## src/rtl/multicycle_ctrl_if.sv

```systemverilog
// Control bundle between the multicycle controller and its datapath.
//   Instr      [19:0] : instruction bits [31:12] from the instruction register
//   ALUFlags   [3:0]  : combinational ALU flags {N,Z,C,V}
//   PCWrite, MemWrite, RegWrite, IRWrite : datapath/memory write strobes
//   AdrSrc            : memory address select (0=PC, 1=ALUOut)
//   RegSrc     [1:0]  : bit0 selects R15 as RA1, bit1 selects Rd as RA2
//   ALUSrcA    [1:0]  : 00=PC, 01=A, 10=zero
//   ALUSrcB    [1:0]  : 00=WriteData, 01=ExtImm, 10=constant 4
//   ResultSrc  [1:0]  : 00=ALUResult, 01=ALUOut, 10=ReadData
//   ImmSrc     [1:0]  : immediate extension select (Instr[27:26])
//   ALUControl [1:0]  : 00=add, 01=sub, 10=and, 11=orr
//   state      [3:0]  : current FSM state code (debug/verification)
// The master modport is the controller; the slave modport is the datapath.
interface multicycle_ctrl_if;
  logic [19:0] Instr;
  logic [3:0]  ALUFlags;
  logic        PCWrite;
  logic        MemWrite;
  logic        RegWrite;
  logic        IRWrite;
  logic        AdrSrc;
  logic [1:0]  RegSrc;
  logic [1:0]  ALUSrcA;
  logic [1:0]  ALUSrcB;
  logic [1:0]  ResultSrc;
  logic [1:0]  ImmSrc;
  logic [1:0]  ALUControl;
  logic [3:0]  state;

  modport master (
    input  Instr, ALUFlags,
    output PCWrite, MemWrite, RegWrite, IRWrite, AdrSrc,
    output RegSrc, ALUSrcA, ALUSrcB, ResultSrc, ImmSrc, ALUControl, state
  );

  modport slave (
    output Instr, ALUFlags,
    input  PCWrite, MemWrite, RegWrite, IRWrite, AdrSrc,
    input  RegSrc, ALUSrcA, ALUSrcB, ResultSrc, ImmSrc, ALUControl, state
  );
endinterface

```

## src/rtl/multicycle_ctrl.sv

```systemverilog
// Multicycle ARM-subset controller: a Moore FSM sequencing fetch, decode,
// memory, data-processing and branch steps, plus the NZCV flags register
// and condition evaluation.
//   clk   : rising-edge clock
//   reset : asynchronous active-high reset (state=FETCH, flags=0000,
//           write strobes held low while asserted)
//   bus   : multicycle_ctrl_if.master -- instruction/flags in, controls out
module multicycle_ctrl (
  input  logic                  clk,
  input  logic                  reset,
  multicycle_ctrl_if.master     bus
);

  typedef enum logic [3:0] {
    S_FETCH    = 4'd0,
    S_DECODE   = 4'd1,
    S_MEMADR   = 4'd2,
    S_MEMREAD  = 4'd3,
    S_MEMWB    = 4'd4,
    S_MEMWRITE = 4'd5,
    S_EXECR    = 4'd6,
    S_EXECI    = 4'd7,
    S_ALUWB    = 4'd8,
    S_BRANCH   = 4'd9
  } state_e;

  state_e     state_q, state_d;
  logic [3:0] flags_q, flags_d;
  logic       condex_q, condex_d;

  // Instruction fields (Instr holds bits [31:12])
  logic [3:0] cond;
  logic [1:0] op;
  logic       i_bit;
  logic [3:0] cmd;
  logic       u_bit;
  logic       sl_bit;
  logic [3:0] rd;
  logic       unused_rn;

  assign cond      = bus.Instr[19:16];
  assign op        = bus.Instr[15:14];
  assign i_bit     = bus.Instr[13];
  assign cmd       = bus.Instr[12:9];
  assign u_bit     = bus.Instr[11];
  assign sl_bit    = bus.Instr[8];
  assign rd        = bus.Instr[3:0];
  assign unused_rn = ^bus.Instr[7:4];

  // Condition evaluation against the registered flags
  logic n_f, z_f, c_f, v_f;
  logic cond_ex;

  assign {n_f, z_f, c_f, v_f} = flags_q;

  always_comb begin
    cond_ex = 1'b0;
    case (cond)
      4'b0000: cond_ex = z_f;
      4'b0001: cond_ex = ~z_f;
      4'b0010: cond_ex = c_f;
      4'b0011: cond_ex = ~c_f;
      4'b0100: cond_ex = n_f;
      4'b0101: cond_ex = ~n_f;
      4'b0110: cond_ex = v_f;
      4'b0111: cond_ex = ~v_f;
      4'b1000: cond_ex = c_f & ~z_f;
      4'b1001: cond_ex = ~c_f | z_f;
      4'b1010: cond_ex = (n_f == v_f);
      4'b1011: cond_ex = (n_f != v_f);
      4'b1100: cond_ex = ~z_f & (n_f == v_f);
      4'b1101: cond_ex = z_f | (n_f != v_f);
      4'b1110: cond_ex = 1'b1;
      default: cond_ex = 1'b0;
    endcase
  end

  // Data-processing command decode
  logic [1:0] dp_alu_ctl;
  logic       dp_arith;
  logic       dp_cmp;
  logic       dp_noop;

  always_comb begin
    dp_alu_ctl = 2'b00;
    dp_arith   = 1'b0;
    dp_cmp     = 1'b0;
    dp_noop    = 1'b0;
    case (cmd)
      4'b0100: begin dp_alu_ctl = 2'b00; dp_arith = 1'b1; end
      4'b0010: begin dp_alu_ctl = 2'b01; dp_arith = 1'b1; end
      4'b0000: dp_alu_ctl = 2'b10;
      4'b1100: dp_alu_ctl = 2'b11;
      4'b1010: begin dp_alu_ctl = 2'b01; dp_arith = 1'b1; dp_cmp = 1'b1; end
      default: dp_noop = 1'b1;
    endcase
  end

  // Next-state, flags and held-condition logic
  always_comb begin
    state_d  = S_FETCH;
    flags_d  = flags_q;
    condex_d = condex_q;
    case (state_q)
      S_FETCH:  state_d = S_DECODE;
      S_DECODE: begin
        case (op)
          2'b01:   state_d = S_MEMADR;
          2'b00:   state_d = i_bit ? S_EXECI : S_EXECR;
          2'b10:   state_d = S_BRANCH;
          default: state_d = S_FETCH;
        endcase
      end
      S_MEMADR:  state_d = sl_bit ? S_MEMREAD : S_MEMWRITE;
      S_MEMREAD: state_d = S_MEMWB;
      S_EXECR, S_EXECI: begin
        state_d  = S_ALUWB;
        // The write-back step must see the condition as it stood before
        // this instruction's own flag update, so capture it here.
        condex_d = cond_ex;
        if (sl_bit && cond_ex && !dp_noop) begin
          flags_d[3:2] = bus.ALUFlags[3:2];
          if (dp_arith) flags_d[1:0] = bus.ALUFlags[1:0];
        end
      end
      default: state_d = S_FETCH;
    endcase
  end

  always_ff @(posedge clk or posedge reset) begin
    if (reset) begin
      state_q  <= S_FETCH;
      flags_q  <= '0;
      condex_q <= 1'b0;
    end else begin
      state_q  <= state_d;
      flags_q  <= flags_d;
      condex_q <= condex_d;
    end
  end

  // Moore output decode. Kept combinational from state_q because several
  // outputs depend on the instruction register, which loads on the FETCH
  // edge and so is not yet valid when a registered output would be computed.
  logic       pc_write, mem_write, reg_write, ir_write, adr_src;
  logic [1:0] reg_src, alu_src_a, alu_src_b, result_src, alu_control;
  logic       wb_en;

  assign wb_en = condex_q & ~(dp_cmp | dp_noop);

  always_comb begin
    pc_write    = 1'b0;
    mem_write   = 1'b0;
    reg_write   = 1'b0;
    ir_write    = 1'b0;
    adr_src     = 1'b0;
    reg_src     = '0;
    alu_src_a   = '0;
    alu_src_b   = '0;
    result_src  = '0;
    alu_control = '0;
    case (state_q)
      S_FETCH: begin
        ir_write  = 1'b1;
        alu_src_b = 2'b10;
        pc_write  = 1'b1;
      end
      S_DECODE: begin
        alu_src_b  = 2'b10;
        reg_src[0] = (op == 2'b10);
        reg_src[1] = (op == 2'b01) && !sl_bit;
      end
      S_MEMADR: begin
        alu_src_a   = 2'b01;
        alu_src_b   = 2'b01;
        alu_control = u_bit ? 2'b00 : 2'b01;
      end
      S_MEMREAD: adr_src = 1'b1;
      S_MEMWRITE: begin
        adr_src   = 1'b1;
        mem_write = cond_ex;
      end
      S_MEMWB: begin
        result_src = 2'b10;
        if (rd == 4'hF) pc_write  = cond_ex;
        else            reg_write = cond_ex;
      end
      S_EXECR: begin
        alu_src_a   = 2'b01;
        alu_src_b   = 2'b00;
        alu_control = dp_alu_ctl;
      end
      S_EXECI: begin
        alu_src_a   = 2'b01;
        alu_src_b   = 2'b01;
        alu_control = dp_alu_ctl;
      end
      S_ALUWB: begin
        result_src = 2'b01;
        if (rd == 4'hF) pc_write  = wb_en;
        else            reg_write = wb_en;
      end
      S_BRANCH: begin
        alu_src_a = 2'b01;
        alu_src_b = 2'b01;
        pc_write  = cond_ex;
      end
      default: ;
    endcase
  end

  // Write strobes are held low for the whole reset pulse
  assign bus.PCWrite    = pc_write  & ~reset;
  assign bus.MemWrite   = mem_write & ~reset;
  assign bus.RegWrite   = reg_write & ~reset;
  assign bus.IRWrite    = ir_write  & ~reset;
  assign bus.AdrSrc     = adr_src;
  assign bus.RegSrc     = reg_src;
  assign bus.ALUSrcA    = alu_src_a;
  assign bus.ALUSrcB    = alu_src_b;
  assign bus.ResultSrc  = result_src;
  assign bus.ImmSrc     = op;
  assign bus.ALUControl = alu_control;
  assign bus.state      = state_q;

endmodule

```

## src/flat_wrapper.sv

```systemverilog
// flat-port wrapper written by rule: the top's interface ports become plain ports
module multicycle_ctrl_flat 
  (clk, reset, bus_Instr, bus_ALUFlags, bus_PCWrite, bus_MemWrite, bus_RegWrite, bus_IRWrite, bus_AdrSrc, bus_RegSrc, bus_ALUSrcA, bus_ALUSrcB, bus_ResultSrc, bus_ImmSrc, bus_ALUControl, bus_state);
  multicycle_ctrl_if bus_i ();
  input  logic clk;
  input  logic reset;
  input wire logic [$bits(bus_i.Instr)-1:0] bus_Instr;
  input wire logic [$bits(bus_i.ALUFlags)-1:0] bus_ALUFlags;
  output wire logic [$bits(bus_i.PCWrite)-1:0] bus_PCWrite;
  output wire logic [$bits(bus_i.MemWrite)-1:0] bus_MemWrite;
  output wire logic [$bits(bus_i.RegWrite)-1:0] bus_RegWrite;
  output wire logic [$bits(bus_i.IRWrite)-1:0] bus_IRWrite;
  output wire logic [$bits(bus_i.AdrSrc)-1:0] bus_AdrSrc;
  output wire logic [$bits(bus_i.RegSrc)-1:0] bus_RegSrc;
  output wire logic [$bits(bus_i.ALUSrcA)-1:0] bus_ALUSrcA;
  output wire logic [$bits(bus_i.ALUSrcB)-1:0] bus_ALUSrcB;
  output wire logic [$bits(bus_i.ResultSrc)-1:0] bus_ResultSrc;
  output wire logic [$bits(bus_i.ImmSrc)-1:0] bus_ImmSrc;
  output wire logic [$bits(bus_i.ALUControl)-1:0] bus_ALUControl;
  output wire logic [$bits(bus_i.state)-1:0] bus_state;
  assign bus_i.Instr = bus_Instr;
  assign bus_i.ALUFlags = bus_ALUFlags;
  assign bus_PCWrite = bus_i.PCWrite;
  assign bus_MemWrite = bus_i.MemWrite;
  assign bus_RegWrite = bus_i.RegWrite;
  assign bus_IRWrite = bus_i.IRWrite;
  assign bus_AdrSrc = bus_i.AdrSrc;
  assign bus_RegSrc = bus_i.RegSrc;
  assign bus_ALUSrcA = bus_i.ALUSrcA;
  assign bus_ALUSrcB = bus_i.ALUSrcB;
  assign bus_ResultSrc = bus_i.ResultSrc;
  assign bus_ImmSrc = bus_i.ImmSrc;
  assign bus_ALUControl = bus_i.ALUControl;
  assign bus_state = bus_i.state;
  multicycle_ctrl u_core (.clk(clk), .reset(reset), .bus(bus_i));
endmodule
```

## config.mk

```make
export PLATFORM = sky130hd
export DESIGN_NAME = multicycle_ctrl_flat
export DESIGN_NICKNAME = d
export VERILOG_FILES = /design/src/rtl/multicycle_ctrl_if.sv /design/src/rtl/multicycle_ctrl.sv /design/src/flat_wrapper.sv
export SDC_FILE = /design/constraint.sdc
export NUM_CORES = 1
export LEC_CHECK = 0
export BUFFER_PORTS_ARGS = -buffer_cell sky130_fd_sc_hd__buf_2
export CORE_MARGIN = 2
export CORE_UTILIZATION = 42
export CTS_BUF_LIST = sky130_fd_sc_hd__clkbuf_8
export DETAILED_ROUTE_END_ITERATION = 8
export PLACE_DENSITY = 0.88
export SYNTH_ARGS = -nofsm -noshare
export SYNTH_HDL_FRONTEND = slang
export SYNTH_SLANG_ARGS = --single-unit
```

## constraint.sdc

```tcl
create_clock -name clk -period 1.85 [get_ports clk]
set_input_delay 0.2775 -clock clk [delete_from_list [all_inputs] [get_ports clk]]
set_output_delay 0.2775 -clock clk [all_outputs]
set_load 0.02 [all_outputs]
```

; Word level (Yosys, flattened, before mapping)
; Index checks and enable logic that the tools add are counted.
[classes]
div_mod_pow = 0
shift = 0
n_mux = 24
n_eq_ne = 32
n_lt_le_gt_ge = 0
n_mul = 0
n_addsub = 0
reduce_logical = 18
bitwise = 16
[op_table]
columns = operator, n
row1 = == test 4 bit (second input constant), 12
row2 = == test 4 x 3 -> 1 bit (second input constant), 9
row3 = == test 4 x 2 -> 1 bit (second input constant), 5
row4 = one-hot mux 4 bit (5 select lines), 1
row5 = one-hot mux 1 bit (15 select lines), 1
row6 = two-way mux 1 bit, 13
row7 = zero test 4 bit, 3
row8 = one-hot mux 2 bit (2 select lines), 3
row9 = one-hot mux 4 bit (3 select lines), 1
row10 = == test 4 x 1 -> 1 bit (second input constant), 2
row11 = OR reduction 2 bit, 4
row12 = bitwise AND 1 bit, 7
row13 = NOT 1 bit, 6
row14 = one-hot mux 2 bit (3 select lines), 1
row15 = OR reduction 3 bit, 2
row16 = OR reduction 5 bit, 1
row17 = one-hot mux 1 bit (4 select lines), 1
row18 = OR reduction 4 bit, 1
row19 = logical AND 1 bit, 3
row20 = two-way mux 3 bit, 1
row21 = bitwise OR 1 bit, 3
row22 = AND reduction 3 bit, 1
row23 = == test 2 x 1 -> 1 bit (second input constant), 1
row24 = == test 2 bit (second input constant), 1
row25 = other kinds (7), 7
[word_totals]
latchBits = 0
regBits = 9
input_bits = 26
mem_count = 0
mem_bits_rw = 0
elab_cells = 94
out_inout_bits = 21
romBits = 0

; Depth between registers and ports, before layout
[depth]
depth_word = 9
mapped_depth = 7

; Worst setup path before layout
; OpenSTA, ideal clock, no wires.
[synth_path]
kind = reg2out
start = register u_core.flags_q[2]
end = output port bus_MemWrite
path_buffers = 0
path_stages_with_launch = 5
slack_ns = -0.483
required_ns = 1.572
arrival_time_ns = 2.056
path_cell_list = dfrtp_1 -> or4b_1 -> a311oi_2 -> nor4_4 -> nor4_1
[synth_via]
elab_chain_len = 5
word_cells_on_any_way = 8
classes_between = mux: 2 / bitwise: 6
[synth_rtl]
columns = element, line_no
row1 = from (decl), multicycle_ctrl.sv:28  ; logic [3:0] flags_q, flags_d;
row2 = from (signal assigned), multicycle_ctrl.sv:137  ; flags_q <= flags_d;
row3 = NOT 1 bit, "multicycle_ctrl.sv:60, multicycle_ctrl.sv:67, multicycle_ctrl.sv:71"
row4 = bitwise AND 1 bit (on tied branches), "multicycle_ctrl.sv:71, multicycle_ctrl.sv:67"
row5 = one-hot mux 1 bit (15 select lines) *, multicycle_ctrl.sv:58  ; case (cond)
row6 = two-way mux 1 bit *, multicycle_ctrl.sv:162  ; case (state_q)
row7 = bitwise AND 1 bit *, multicycle_ctrl.sv:214  ; assign bus.MemWrite = mem_write & ~reset;
row8 = to (decl), flat_wrapper.sv:10  ; output wire logic [$bits(bus_i.MemWrite)-1:0] bus_MemWrite;
; Mark *: on every way between the ends. The rest lies on a longest branch, timed or not.

; Final worst setup path
[layout_path]
start = register u_core.flags_q[3]
end = output port bus_MemWrite
[layout_via]
elab_chain_len = 5
word_cells_on_any_way = 8
classes_between = eq/ne: 2 / mux: 2 / bitwise: 4
[layout_rtl]
columns = element, line_no
row1 = != test 1 bit / == test 1 bit (equally long branches), --
row2 = bitwise OR 1 bit / bitwise AND 1 bit (equally long branches), "multicycle_ctrl.sv:72, multicycle_ctrl.sv:71"
row3 = one-hot mux 1 bit (15 select lines) *, multicycle_ctrl.sv:58
row4 = two-way mux 1 bit *, multicycle_ctrl.sv:162
row5 = bitwise AND 1 bit *, multicycle_ctrl.sv:214
; Marks and branches as above.

==> metrics.yaml <==
routing:
  via_per_inst: 5.70
  ant_nets: 0
  first_pass_iters: 4
  vias: 1100
  detail_route.wirelength_um: 2990
  wl_per_cell_um: 15.5
  drtIter0Drc: 14
  route.detailed.drc: 0
clock_network:
  clk_latency_ns: 0.23
  root_buffer: "clkbuf_8"
  cts.path.max_buffers: 2
  ctsHoldBuffers: 0
  cts.sinks: 9
  cts_tree: "yes"
  numCtsBuffers: 3
  path_clk_slew_ns: 0.04
  h-tree-depth: 1
synthesis:
  synth_edf_count: 0
  yosysSeqAreaShare: 0.244
  synthTopCellsByArea: "dfrtp_1 24%, mux2_1 4.9%, a21oi_1 4.3%"
  syn_area_um2: 922
  ys_warn_count: 0
  syn-num-nets: 140
  async_flop_share: 1.00
  ys.flop_type: "dfrtp_1"
  yosysTopAreaCell: "dfrtp_1"
  ys_ff_latch: 9
  yosysUniqueCellTypes: 47
  avgSynthCellArea_um2: 8.09
  syn_inst: 114
  synth_top_area_share: 0.244
floorplanning:
  die_y_um: 50.9
  coreArea_um2: 2020
  rows: 16
  io_pins: 47
  die_area_um2: 2590
  die_w_um: 50.9
  initial_core_util: 0.456
worst_setup_path:
  crit_chain: "or4bb_1, a31oi_4, nor4_4, buf_6, nor4_4, buf_4"
  critPathMaxStageDelay_ns: 0.55
  startpoint_type: "flip-flop"
  r2r_cells: 8
  crit_buf_inv: 2
  cp.arrival_ns: 2.11
  crit_top_cell: "nor4_4"
  timing.rr.start: "u_core.flags_q[3]"
  path_class: "flip-flop to primary output"
  r2r_slack_ns: -0.51
  r2r-end: "u_core.flags_q[0]"
  cp_max_fo: 5
  crit_family: "simple AND/OR/NAND/NOR gates"
  crit_required_ns: 1.57
  end_kind: "primary output"
  slowest_stage: "or4bb_1"
power:
  p_per_area_nw_per_um2: 1180
  power_leakage_nw: 0.687
  ir_drop_v: 0.00103
  power_w: 0.00180
placement:
  routabilityCongestion: 0.763
  port_buffers: 41
  hpwl_um: 2010
  placed_area_um2: 1240
worst_hold_path:
  hold_path.class: "input pin to async pin"
outcome:
  violations: "setup timing"
  status: "complete, but fails checks"
sta:
  min_period_over_period: 1.29
  clock_skew_ns: 0.00255
  fin_ws_ns: -0.541
  setup_viol: 8
  slew_viol_final: 0
  fmax_mhz: 418
  finalHoldViolCount: 0
  rsz0062_at_grt: "yes"
  fin_crit_ns: 2.39
global_route:
  grt_pass1_vias: 1066
  track_usage: 0.247
  grt_pass1_wl_um: 4780
  grt_max_degree: 11
  grt_overflow_total: 0
  antenna_found_initial: 0
layout:
  antenna_cells: 0
  syn_to_final_growth_pct: 65.0
  drive_gt1_frac: 0.602
  design_area_um2: 1520
  nets: 193
run:
  drv_cap: 0
worst reg2reg max path, cell delays in order (launching register included):
cell and delay, ns:
dfrtp_2 0.44, or4bb_1 0.55, a31oi_4 0.25, nor4_4 0.09, buf_6 0.14, buf_4 0.13, buf_6 0.11, nor3_4 0.18
mux2_4 0.34
state kept, by name, summed over array words and instances, names as in the netlist:
signal            count
u_core.condex_q       1
u_core.bus.state      4
u_core.flags_q        4
kinds of logic after synthesis:
group | share of synthesized area
AOI/OAI and AO/OA | 0.202
xor gates and xnor gates | 0.0285
buffers and inverters | 0.0665
DFF | 0.244
muxes | 0.0814
other | 0.00407
and+or+nand+nor | 0.373
routing by layer:
layer / up-vias / part of all wire / GRT usage
met5: - / 0 / 0
met4: 0 / 0.048 / 0.108
met3: 13 / 0.056 / 0.0351
met2: 49 / 0.53 / 0.461
met1: 516 / 0.37 / 0.278
li1: 522 / - / -
synth_stat cells (2+ instances only):
| cell type | number |
|---|---|
| a21oi_1 | 8 |
| a31oi_1 | 2 |
| and3_1 | 2 |
| buf_4 | 3 |
| clkbuf_1 | 4 |
| dfrtp_1 | 9 |
| inv_1 | 4 |
| mux2_1 | 4 |
| mux2i_1 | 3 |
| nand2_1 | 7 |
| nand2b_1 | 5 |
| nand3_1 | 2 |
| nand3b_1 | 2 |
| nor2_1 | 7 |
| nor3_1 | 7 |
| nor3b_1 | 2 |
| o21ai_0 | 8 |
| o21bai_1 | 2 |
| o22ai_1 | 2 |
| or2_2 | 3 |
| xnor2_1 | 2 |
how the worst max path moves through the flow:
stage	to	slack (ns)	startpoint	depth (start not counted)
detailed placement	u_core.flags_q[2]	-0.48	bus_Instr[18]	8
finish	bus_MemWrite	-0.54	u_core.flags_q[3]	6
floorplan	bus_PCWrite	-0.23	u_core.flags_q[2]	4
global placement	bus_RegWrite	-0.44	bus_Instr[18]	8
CTS	bus_PCWrite	-0.65	u_core.flags_q[2]	8
global route	bus_MemWrite	-0.62	u_core.flags_q[0]	6
metrics by stage:
| step | cells | hold slack [ns] | TNS, ns | setup slack, ns | utilization |
|---|---|---|---|---|---|
| floorplan | 114 | 0.105 | -1.05 | -0.229 | - |
| global placement | 182 | 0.307 | -2.60 | -0.436 | 0.615 |
| detailed placement | 182 | 0.323 | -2.91 | -0.483 | 0.615 |
| CTS | 191 | 0.0750 | -4.16 | -0.651 | 0.682 |
| global route | 193 | 0.107 | -4.05 | -0.619 | 0.752 |
| finish | 193 | 0.0696 | -3.43 | -0.541 | 0.752 |
what timing repair did:
item	CTS	global route
resized for setup	17	31
endpoints found under the setup margin	10	11
endpoints found under the hold margin	0	0
buffers inserted	5	3
pin swaps	4	8
layout by cell type, fill, tap and decap left out, types with 2 or more instances in the layout:
cell type / n
dfrtp_1: 3
o21ai_0: 5
nor3_4: 2
mux2_4: 4
buf_4: 14
nand2b_1: 4
a21oi_1: 6
or2_2: 2
inv_1: 4
nor4_4: 2
dfrtp_2: 6
o21ai_1: 3
buf_6: 7
mux2i_1: 2
nor3_1: 6
nand2_1: 7
buf_2: 36
clkbuf_8: 3
nand3b_1: 2
a21oi_2: 2
nor2_1: 7
final cells by class:
cell class                 count  area, um^2
clock buffer                   3        41.3
clock inverter                 1        3.75
fill                         151         500
inverter                       4        17.5
multi-input combinational     92         828
sequential                     9         233
tap                           27        33.8
timing repair buffer          57         364
power by group:
part	internal (W)	switching [W]
Sequential	0.000275	0.000140
Combinational	0.000515	0.000648
Clock	0.000144	0.0000759
Power figures use the tool's default switching activity.
